### src/rtl/parity_pkg.sv
// Shared types and constants for the odd-parity frame controller.
package parity_pkg;

  typedef enum logic [1:0] {
    IDLE = 2'd0,
    DATA = 2'd1,
    PAR  = 2'd2,
    DONE = 2'd3
  } state_t;

  localparam logic ODD_GOOD = 1'b1;

  localparam int DATA_W_DEF = 8;
  localparam int CNT_W_DEF  = 8;

endpackage

### src/rtl/parity_frame_ctrl_acc.sv
// Running XOR accumulator with synchronous clear and enable.
module parity_acc (
  input  logic clk,
  input  logic rst,
  input  logic clr,
  input  logic en,
  input  logic d,
  output logic acc
);

  always_ff @(posedge clk or posedge rst) begin
    if (rst) begin
      acc <= 1'b0;
    end else if (clr) begin
      acc <= 1'b0;
    end else if (en) begin
      acc <= acc ^ d;
    end
  end

endmodule

### src/rtl/parity_frame_ctrl.sv
// Odd-parity serial frame controller.
// Error counter built only with PARITY_FRAME_CTRL_ERR_CNT_EN.
module parity_frame_ctrl
  import parity_pkg::*;
#(
  parameter int DATA_W = DATA_W_DEF,
  parameter int CNT_W  = CNT_W_DEF
) (
  input  logic              clk,
  input  logic              rst,
  input  logic              start,
  input  logic              abort,
  input  logic              bit_valid,
  input  logic              ser_in,
  input  logic              clr_cnt,
  output logic              busy,
  output logic              done,
  output logic              par_err,
  output logic [DATA_W-1:0] data_out,
  output logic [CNT_W-1:0]  err_cnt
);

  localparam int CW = $clog2(DATA_W);
  localparam logic [CW-1:0] LAST = CW'(DATA_W - 1);

  state_t            state;
  logic [CW-1:0]     cnt;
  logic [DATA_W-1:0] shreg;
  logic              acc;
  logic              acc_clr;
  logic              acc_en;

  assign acc_clr = (state == IDLE) && start;
  assign acc_en  = (state == DATA) && bit_valid && !abort;

  parity_acc u_acc (
    .clk (clk),
    .rst (rst),
    .clr (acc_clr),
    .en  (acc_en),
    .d   (ser_in),
    .acc (acc)
  );

  always_ff @(posedge clk or posedge rst) begin
    if (rst) begin
      state    <= IDLE;
      cnt      <= '0;
      shreg    <= '0;
      busy     <= 1'b0;
      done     <= 1'b0;
      par_err  <= 1'b0;
      data_out <= '0;
    end else begin
      done <= 1'b0;
      unique case (state)
        IDLE: begin
          if (start) begin
            state <= DATA;
            busy  <= 1'b1;
            cnt   <= '0;
          end
        end
        DATA: begin
          if (abort) begin
            state <= IDLE;
            busy  <= 1'b0;
          end else if (bit_valid) begin
            shreg[cnt] <= ser_in;
            cnt        <= cnt + 1'b1;
            if (cnt == LAST) state <= PAR;
          end
        end
        PAR: begin
          if (abort) begin
            state <= IDLE;
            busy  <= 1'b0;
          end else if (bit_valid) begin
            state    <= DONE;
            done     <= 1'b1;
            par_err  <= (acc ^ ser_in) != ODD_GOOD;
            data_out <= shreg;
          end
        end
        DONE: begin
          state <= IDLE;
          busy  <= 1'b0;
        end
      endcase
    end
  end

`ifdef PARITY_FRAME_CTRL_ERR_CNT_EN
  // par_err already holds this frame's result while in DONE
  always_ff @(posedge clk or posedge rst) begin
    if (rst) begin
      err_cnt <= '0;
    end else if (clr_cnt) begin
      err_cnt <= '0;
    end else if (state == DONE && par_err
                 && err_cnt != {CNT_W{1'b1}}) begin
      err_cnt <= err_cnt + 1'b1;
    end
  end
`else
  logic unused_clr;
  assign unused_clr = clr_cnt;
  assign err_cnt    = '0;
`endif

endmodule

### config.mk
export PLATFORM = sky130hd
export DESIGN_NAME = parity_frame_ctrl
export DESIGN_NICKNAME = d
export VERILOG_FILES = /design/src/rtl/parity_pkg.sv /design/src/rtl/parity_frame_ctrl_acc.sv /design/src/rtl/parity_frame_ctrl.sv
export SDC_FILE = /design/constraint.sdc
export NUM_CORES = 1
export LEC_CHECK = 0
export CORE_MARGIN = 1.5
export CORE_UTILIZATION = 40
export CTS_CLUSTER_DIAMETER = 150
export DETAILED_ROUTE_END_ITERATION = 12
export PLACE_DENSITY_LB_ADDON = 0.25
export SETUP_SLACK_MARGIN = 0.02
export SYNTH_ARGS = -nofsm -noshare
export SYNTH_HDL_FRONTEND = slang
export SYNTH_HIERARCHICAL = 1
export SYNTH_SLANG_ARGS = --single-unit
### constraint.sdc
create_clock -name clk -period 1.92 [get_ports clk]
set_clock_uncertainty 0.2 [all_clocks]
set_input_delay 0.384 -clock clk [delete_from_list [all_inputs] [get_ports clk]]
set_output_delay 0.384 -clock clk [all_outputs]
set_load 0.005 [all_outputs]
==> flow_metrics.env <==
export IMPL_final_nets=147
export IMPL_multi_input_area_um2=614
export IMPL_min_from="par_err"
export IMPL_finalHoldViolations=0
export IMPL_grt_overflow_total=0
export IMPL_rsz0062_at_grt="no"
export IMPL_power_leakage_nw=0.765
export IMPL_first_global_vias=835
export IMPL_yosysWarnings=6
export IMPL_synth_compound_area_share_pct=6.92
export IMPL_io_buffers=16
export IMPL_cts_buffers=3
export IMPL_power_switching_w=0.000625
export IMPL_h_tree_depth=1
export IMPL_finalCritPeriodShare_pct=94.0
export IMPL_drive_gt1_share_pct=30.8
export IMPL_p_per_area_mw_per_mm2=1190
export IMPL_drt_iter0_drc=14
export IMPL_cts_root_buf="clkbuf_4"
export IMPL_comb_power_share_pct=42.6
export IMPL_synthSimpleGateAreaFrac_pct=11.1
export IMPL_arrival_ps=1840
export IMPL_antenna_left=0
export IMPL_cts_sinks=25
export IMPL_die_width_um=59.2
export IMPL_final_common_cell="dfrtp_1"
export IMPL_syn_avg_cell_area_um2=11.8
export IMPL_core_area_mm2=0.00303
export IMPL_die_h_um=59.2
export IMPL_first_pass_iters=4
export IMPL_cts_max_path_buffers=2
export IMPL_max_vdd_ir_drop_mv=0.555
export IMPL_core_rowCount=20
export IMPL_fin_crit_ps=1810
export IMPL_r2r_end="cnt[0]"
export IMPL_layout_common_cells="dfrtp_1, mux2_2, clkdlybuf4s50_1"
export IMPL_fp_dieArea_mm2=0.00351
export IMPL_switching_share_pct=33.0
export IMPL_ys_types=33
export IMPL_path_clk_slew_ps=140
export IMPL_cap_violations=0
export IMPL_cp_required_ps=1950
export IMPL_areaGrowthSynthToFinish_pct=25.4
export IMPL_slew_violations=0
export IMPL_post_dp_hpwl_um=1480
export IMPL_cts_tree="yes"
export IMPL_initial_utilization_pct=41.8
export IMPL_synth_area_leaders="dfrtp_1, mux2_2, ha_1"
export IMPL_netlist_area_mm2=0.00126
export IMPL_r2r_slack_ps=110
export IMPL_wire_per_inst_um=12.9
export IMPL_diodes=0
export IMPL_num_io_pins=26
export IMPL_gr_usage_all_layers_pct=14.2
export IMPL_synthMuxAreaShare_pct=17.8
export IMPL_grt_first_pass_wirelength_um=3710
export IMPL_hold_path_end="par_err"
export IMPL_yosysSeqAreaShare_pct=49.5
export IMPL_pwr_share_clk_pct=13.2
export IMPL_synth_top_family_by_area="multiplexers"
export IMPL_ys_ff_latch=25
export IMPL_start_kind="flip-flop"
export IMPL_hp_class="reg2reg"
export IMPL_n_fill_cell=267
export IMPL_syn_inst=107
export IMPL_place_gp_congestion=0.759
export IMPL_r2r_start="state[0]"
export IMPL_drt_total_wl_um=2280
export IMPL_synth_area_leader_cell="dfrtp_1"
export IMPL_path_max_fanout=6
export IMPL_netlist_area_leader_share_pct=49.5
export IMPL_max_freq_mhz=554
export IMPL_drcViolationCount=0
export IMPL_vias=857
export IMPL_status="finished, final reports clean"
export IMPL_setup_viol=0
export IMPL_clock_latency_ps=330
export IMPL_seqPwrFrac_pct=44.2
export IMPL_antenna_found_initial=0
export IMPL_p_total_w=0.00189
export IMPL_cp_end_kind="flip-flop"
export IMPL_r2r_cells=5
export IMPL_ff_latch_area_um2=627
export IMPL_crit_type="reg2reg"
export IMPL_synth_fa_ha_area_share_pct=5.93
export IMPL_min_path_cells=2
export IMPL_internal_power_w=0.00127
export IMPL_fin_util_pct=52.4
export IMPL_viasPerCell=4.84
export IMPL_synthXorXnorAreaFrac_pct=0.692
export IMPL_grt_max_degree=25
==> metrics by stage <==
step,hold slack (ps),setup TNS [ps],setup slack [ps],area [um^2],instances
2_1_floorplan,-87.3,0,167,1290,114
3_3_place_gp,262,-572,-76.0,1480,170
3_5_place_dp,281,-589,-89.7,1480,170
4_1_cts,314,0,50.3,1530,175
5_1_grt,333,0,13.8,1590,177
6_report,298,0,114,1590,177
==> Yosys cell counts <==
master    count
ha_1          6
a211o_1       1
mux2i_1       3
nand3_1       4
xor2_1        1
nand2b_1      1
o21ai_0       2
a21oi_2       1
or2_1         1
nand4b_1      1
dfrtp_1      25
and4bb_2      1
a21o_1        2
a21oi_1       2
buf_1         1
nor3b_1       1
a21bo_1       1
conb_1        1
and3_1        1
nand2_1       3
a211oi_1      1
nand3b_1      2
o22a_1        1
buf_4         8
inv_1         8
o32ai_1       1
buf_2         1
nor2b_1       2
mux2_2       16
mux2_4        1
nor3_1        4
and2_1        1
nor2_1        2
==> cells by family after synthesis <==
group / count (synthesis)
flops: 25
other cells: 1
xor+xnor: 1
mux: 20
compound gates: 12
fa+ha+maj: 6
simple gates: 24
buf+inv: 18
==> what timing repair did <==
action	in CTS	in global routing
endpoints found under the setup margin	2	8
hold endpoints to repair	1	0
gates resized for setup	1	10
setup buffers	0	2
hold buffers	1	0
==> how the worst max path moves through the flow <==
stage          startpoint        to  cells past startpoint
2_1_floorplan    state[0]    cnt[0]                      5
3_3_place_gp        abort  shreg[5]                      4
3_5_place_dp    bit_valid  shreg[7]                      4
4_1_cts          state[1]  shreg[7]                      5
5_1_grt          state[0]  state[1]                      5
6_report         state[0]    cnt[0]                      5
==> registers in the layout (all words and copies together), names as in the netlist <==
register   flops
par_err        1
cnt            3
done           1
busy           1
shreg          8
data_out       8
u_acc/acc      1
state          2
==> power groups by stage <==
stage	Clock [W]	Combinational, W	Sequential (W)
after floorplan	0	0.000490	0.000813
after global placement	0	0.000721	0.000822
after detailed placement	0	0.000737	0.000831
after CTS	0.000262	0.000750	0.000823
after global routing	0.000285	0.000893	0.000865
final	0.000249	0.000806	0.000837
==> area by class of cell <==
type	instances	area share (%)
flip-flops and latches	25	39.5
multi-input cells	71	38.7
repair buffers	25	14.5
well taps	44	3.47
inverters	8	1.89
clock buffers	3	1.42
clock inverters	1	0.473
==> worst max-delay path, stage by stage, from the launching register on <==
cell     delay [ps]
dfrtp_2         440
inv_1            70
ha_2            220
nor2b_2         180
a211o_1         300
mux2_4          300
==> per-layer routing <==
metal | vias up | track usage (%) | routed length [um]
li1 | 404 | - | -
met1 | 426 | 18.4 | 1010
met2 | 23 | 23.1 | 1160
met3 | 4 | 1.97 | 71
met4 | 0 | 7.14 | 34
met5 | - | 0 | 0
(Power assumes the default switching activity.)
